$ cat src/rtl/hid_keycode_packer.sv
// Packs 8-byte USB HID boot-keyboard reports from a byte stream into a 32-bit keycode bus.
// Define FRAME_SYNC_EN to publish only on frame_clk rising edges; otherwise publish right after commit.
module hid_keycode_packer #(
  parameter int unsigned TIMEOUT_CYCLES = 1_000_000
) (
  input  logic        Clk,
  input  logic        Reset,
  input  logic [7:0]  rx_data,
  input  logic        rx_valid,
  input  logic        rx_sop,
  output logic        rx_ready,
  input  logic        frame_clk,
  output logic [31:0] keycode,
  output logic [7:0]  modifier,
  output logic        report_err,
  output logic        key_change
);

  localparam int unsigned CW = $clog2(TIMEOUT_CYCLES + 1);
  localparam logic [CW-1:0] TO_LAST = CW'(TIMEOUT_CYCLES - 1);

  typedef enum logic [1:0] {IDLE, BODY, DONE} state_t;

  state_t        state_q, state_d;
  logic [2:0]    idx_q, idx_d;
  logic [2:0]    n_q, n_d;
  logic [31:0]   shadow_q, shadow_d;
  logic [7:0]    smod_q, smod_d;
  logic          erovr_q, erovr_d;
  logic [CW-1:0] cnt_q, cnt_d;
  logic [31:0]   pend_kc_q, pend_kc_d;
  logic [7:0]    pend_mod_q, pend_mod_d;
  logic [31:0]   out_kc_q, out_kc_d;
  logic [7:0]    out_mod_q, out_mod_d;
  logic          err_q, err_d;
  logic          chg_q, chg_d;
  logic          accept;
  logic          publish;

  assign rx_ready   = (state_q != DONE);
  assign accept     = rx_valid && rx_ready;
  assign keycode    = out_kc_q;
  assign modifier   = out_mod_q;
  assign report_err = err_q;
  assign key_change = chg_q;

`ifdef FRAME_SYNC_EN
  logic f_q;
  always_ff @(posedge Clk) begin
    if (Reset) f_q <= 1'b0;
    else       f_q <= frame_clk;
  end
  assign publish = frame_clk && !f_q;
`else
  logic unused_frame;
  assign unused_frame = frame_clk;
  assign publish      = 1'b1;
`endif

  always_comb begin
    state_d    = state_q;
    idx_d      = idx_q;
    n_d        = n_q;
    shadow_d   = shadow_q;
    smod_d     = smod_q;
    erovr_d    = erovr_q;
    cnt_d      = cnt_q;
    pend_kc_d  = pend_kc_q;
    pend_mod_d = pend_mod_q;
    err_d      = 1'b0;
    case (state_q)
      IDLE: begin
        cnt_d = '0;
        if (accept && rx_sop) begin
          smod_d   = rx_data;
          idx_d    = 3'd1;
          n_d      = 3'd0;
          shadow_d = '0;
          erovr_d  = 1'b0;
          state_d  = BODY;
        end
      end
      BODY: begin
        if (accept) begin
          cnt_d = '0;
          if (rx_sop) begin
            // A fresh byte 0 restarts the report; the partial one is reported as an error.
            err_d    = 1'b1;
            smod_d   = rx_data;
            idx_d    = 3'd1;
            n_d      = 3'd0;
            shadow_d = '0;
            erovr_d  = 1'b0;
          end else begin
            if (idx_q == 3'd2) erovr_d = (rx_data == 8'h01);
            if (idx_q >= 3'd2 && rx_data != 8'h00 && n_q < 3'd4) begin
              shadow_d[{n_q[1:0], 3'b000} +: 8] = rx_data;
              n_d = n_q + 3'd1;
            end
            idx_d = idx_q + 3'd1;
            if (idx_q == 3'd7) state_d = DONE;
          end
        end else if (cnt_q == TO_LAST) begin
          err_d   = 1'b1;
          cnt_d   = '0;
          state_d = IDLE;
        end else begin
          cnt_d = cnt_q + CW'(1);
        end
      end
      DONE: begin
        cnt_d = '0;
        if (erovr_q) begin
          err_d = 1'b1;
        end else begin
          pend_kc_d  = shadow_q;
          pend_mod_d = smod_q;
        end
        state_d = IDLE;
      end
      default: state_d = IDLE;
    endcase
  end

  always_comb begin
    out_kc_d  = out_kc_q;
    out_mod_d = out_mod_q;
    chg_d     = 1'b0;
    if (publish) begin
      out_kc_d  = pend_kc_q;
      out_mod_d = pend_mod_q;
      chg_d     = ({pend_kc_q, pend_mod_q} != {out_kc_q, out_mod_q});
    end
  end

  always_ff @(posedge Clk) begin
    if (Reset) begin
      state_q    <= IDLE;
      idx_q      <= '0;
      n_q        <= '0;
      shadow_q   <= '0;
      smod_q     <= '0;
      erovr_q    <= 1'b0;
      cnt_q      <= '0;
      pend_kc_q  <= '0;
      pend_mod_q <= '0;
      out_kc_q   <= '0;
      out_mod_q  <= '0;
      err_q      <= 1'b0;
      chg_q      <= 1'b0;
    end else begin
      state_q    <= state_d;
      idx_q      <= idx_d;
      n_q        <= n_d;
      shadow_q   <= shadow_d;
      smod_q     <= smod_d;
      erovr_q    <= erovr_d;
      cnt_q      <= cnt_d;
      pend_kc_q  <= pend_kc_d;
      pend_mod_q <= pend_mod_d;
      out_kc_q   <= out_kc_d;
      out_mod_q  <= out_mod_d;
      err_q      <= err_d;
      chg_q      <= chg_d;
    end
  end

endmodule

$ cat config.mk
export PLATFORM = sky130hd
export DESIGN_NAME = hid_keycode_packer
export DESIGN_NICKNAME = d
export VERILOG_FILES = /design/src/rtl/hid_keycode_packer.sv
export SDC_FILE = /design/constraint.sdc
export NUM_CORES = 1
export LEC_CHECK = 0
export CAP_MARGIN = 40
export CORE_MARGIN = 1
export CORE_UTILIZATION = 40
export CTS_CLUSTER_DIAMETER = 100
export CTS_CLUSTER_SIZE = 10
export DETAILED_ROUTE_END_ITERATION = 16
export GPL_TIMING_DRIVEN = 0
export PLACE_DENSITY_LB_ADDON = 0.2
export SETUP_SLACK_MARGIN = 0.02
export SLEW_MARGIN = 20
export SYNTH_ARGS = -nofsm -noshare
export SYNTH_HDL_FRONTEND = slang
export SYNTH_SLANG_ARGS = --single-unit
$ cat constraint.sdc
create_clock -name Clk -period 2.9 [get_ports Clk]
set_input_delay 0.58 -clock Clk [delete_from_list [all_inputs] [get_ports Clk]]
set_output_delay 0.58 -clock Clk [all_outputs]
set_load 0.005 [all_outputs]
==> results of run 1 <==
-- power groups by stage --
stage / combinational, mW / clock, mW / sequential [mW]
3_3_place_gp: 0.174 / 0 / 2.13
4_1_cts: 0.179 / 2.30 / 2.09
6_report: 0.179 / 2.25 / 2.09
3_5_place_dp: 0.178 / 0 / 2.13
2_1_floorplan: 0.102 / 0 / 2.13
5_1_grt: 0.196 / 2.37 / 2.09
-- worst max-delay path, cell delays in order --
cell             delay [ps]
clkdlybuf4s50_1         650
nor4_1                  650
a311oi_1                280
o21ai_2                 370
o21a_2                  340
a22o_1                  180
-- layout make-up --
| type | count | area, um^2 |
|---|---|---|
| clock inverters | 12 | 150.1 |
| plain buffers | 35 | 156.4 |
| multi-input cells | 482 | 2954 |
| repair buffers | 54 | 540.5 |
| flip-flops and latches | 151 | 3023 |
| fillers | 1411 | 7585 |
| inverters | 12 | 45.04 |
| well taps | 188 | 235.2 |
| clock buffers | 20 | 456.7 |
-- per-layer routing --
layer,vias to the layer above,GRT usage,wire (um)
met5,-,0,0
met4,0,0.09001,344
met3,23,0.04248,610
met2,124,0.3458,7436
met1,2445,0.2880,7623
li1,2512,-,-
-- flip-flops by register name, indices dropped and copies added, names as in the netlist, 3 cells and up --
signal / flops
cnt_q: 20
keycode: 32
n_q: 3
out_kc_d: 32
shadow_q: 32
idx_q: 3
modifier: 8
out_mod_d: 8
smod_q: 8
-- how the worst max path moves through the flow --
stage / from / end / slack, ps / depth (start not counted)
after floorplan: state_q[0] / cnt_q[13] / 830 / 9
after global placement: rx_data[4] / shadow_q[19] / -40 / 6
after detailed placement: rx_data[4] / shadow_q[0] / -110 / 6
after CTS: rx_data[4] / shadow_q[7] / 320 / 6
after global routing: rx_data[4] / shadow_q[2] / 40 / 6
final: rx_data[4] / shadow_q[2] / 220 / 6
-- per-stage QoR --
stage	hold slack, ps	util	total power, mW	worst slack [ps]	area (um^2)
finish	454.3	0.4992	4.520	217.3	7561
global route	464.1	0.4992	4.657	35.88	7561
CTS	451.6	0.4992	4.563	319.7	7561
detailed placement	443.5	0.4591	2.313	-114.6	6954
global placement	439.9	0.4591	2.308	-43.98	6954
floorplan	431.2	-	2.236	830.2	6178
-- cells by family (layout without fill, tap and decap cells) --
group,Yosys count,in the layout,share of synthesized area
AND/OR/NAND/NOR,277,277,0.2296
AO/OA/AOI/OAI,137,137,0.1412
adder cells (fa/ha/maj),13,13,0.02633
multiplexers,14,14,0.02288
XOR/XNOR,41,41,0.05812
buffers and inverters,47,133,0.03260
flip-flops,151,151,0.4893
-- cell usage in the layout, fill, tap and decap left out, types with 3 or more instances in the layout --
cell type / instances
buf_1: 6
clkinv_2: 4
clkdlybuf4s50_1: 54
inv_1: 12
a22o_1: 19
nand4_1: 22
nor2_1: 25
bufinv_16: 3
and3_1: 6
a21oi_1: 82
clkbuf_1: 25
a211oi_4: 3
xnor2_1: 33
buf_6: 3
o21ai_0: 9
nand2_1: 110
or3_1: 3
nor4_1: 6
clkbuf_16: 17
xor2_1: 8
nor3_1: 7
mux2i_1: 13
nor2b_1: 43
a31oi_1: 8
dfxtp_1: 151
clkinvlp_4: 3
and4_1: 4
ha_1: 13
nand2b_1: 3
nand3_1: 28
==> impl_results.md, run 1 <==
* # IOs at 56
* Worst-Skew Late Latency at 420 ps
* R2R depth at 8
* Pwr/cell area at 597.9 mW/mm^2
* Worst-path fanout max at 8
* Maxcap violations at 0
* RSZ-0062 raised after global routing: no
* Core area at around 0.015 mm^2
* GR Util All Layers at 0.2173
* Synth cell count leaders: dfxtp_1, nand2_1, a21oi_1, nor2b_1, xnor2_1
* Nets at 779
* Initial Util at 0.4079
* Yosys top cell by area: dfxtp_1
* CTS tree: yes
* Worst EP required at around 3300 ps
* Mapped Cells at 680
* Count of final setup violators at 0
* Count leader, synth: dfxtp_1
* Initial antenna violation count at 0
* Primary FF master, synth: dfxtp_1
* DR vias/cell at between 5 and 6
* Post-synth EDFFs at 0
* First-pass GRT wire length at 26330 um
* Post-Place Cells at 922
* Share of cells above drive strength 1 at 0.06789
* TritonCTS buffer count at 17
* Switching share of power at 0.2187
* Leak at 2.624 nW
* Mean Syn Cell Area at around 9 um^2
* WL/cell at 16.79 um
* Worst-Margin Slew at 811.3 ps
* Clk buf depth at 2
* Arrival @ worst endpoint at 3050 ps
* Worst-path clk slew at 60 ps
* Mapped cell area at between 0.006 and 0.007 mm^2
* Startpoint class of the critical path: primary input
* Number of global-route vias before repair at 4915
* Syn-to-layout area delta at 22.38%
* GRT overflow at 0
* Finished Layout Cells at 954
* Vias at between 5k and 6k
* Post-DRT Antenna Nets at 0
* Crit path time final at around 2700 ps
* R2R Path End: shadow_q[18]
* #FFs+latches synth at roughly 150
* Die Y at 126.3 um
* DR iter-0 viols at 230
* Clock share of power at 0.498
* Cell-internal power at 3.532 mW
* Setup Crit Path Kind: primary input to flip-flop
* Min-delay worst type: flip-flop to flip-flop
* Max Slew Vio Count at 0
* Outcome: complete, no violations
* Pre-Repair DR Iteration Count at 4
* Residual DRC at 0
* Switching power total at 0.9884 mW
* Post-CTS resize count at 0
* FF-to-FF setup slack at 470 ps
* Unique cell type count in the Yosys netlist at 53
* CTS Root Cell: clkbuf_16
* Hold Path Sink: out_mod_d[1]
* VDD IR-drop max at around 0.41 mV
* Fmax at about 370 MHz
* Final HPWL DP at 11330 um
* Final Cycle Share at 0.9251
* ANT cells at 0
* Worst Hold Launch: smod_q[1]
* Worst reg2reg startpoint: state_q[0]
* Hold Buf Count CTS at 0
* PortBufs at 54
* CTS Sinks at 151
* Hold path cells at 2
* Clock skew at 4.322 ps
* Post-synth ARST share at 0
* CTS H-tree lvls at 4
* Routed WL at 16010 um
* Post-CTS Setup Inserts at 0
* Yosys warns at 0
* Final Hold Vio Count at 0
* Pin count of the biggest net entering global routing at 17
* Register area share after synthesis at 0.4893
* Routability cong. at 0.8228
* Max_slew headroom at 0.4591
* Area of the die at 0.01595 mm^2
* Synth top area cells: dfxtp_1, nand2_1, a21oi_1, xnor2_1, nor2b_1
* Top-area cell type share of the netlist area at 0.4893
* Final setup TNS at 0 ps
* Die span in x at 126.3 um
* CP Capture Type: flip-flop
* Net count after synthesis at slightly above 700
* Cell Rows at 45
* Sequential Power Share at 0.462
* Logic gate share of total power at 0.040
No activity file was read; power rests on OpenSTA's default activity.
==> run 2, diff against run 1 <==
Settings changed: CAP_MARGIN 40 to 10.
==> results of run 2 <==
Final layout, timing and power as in run 1 (identical DEF).
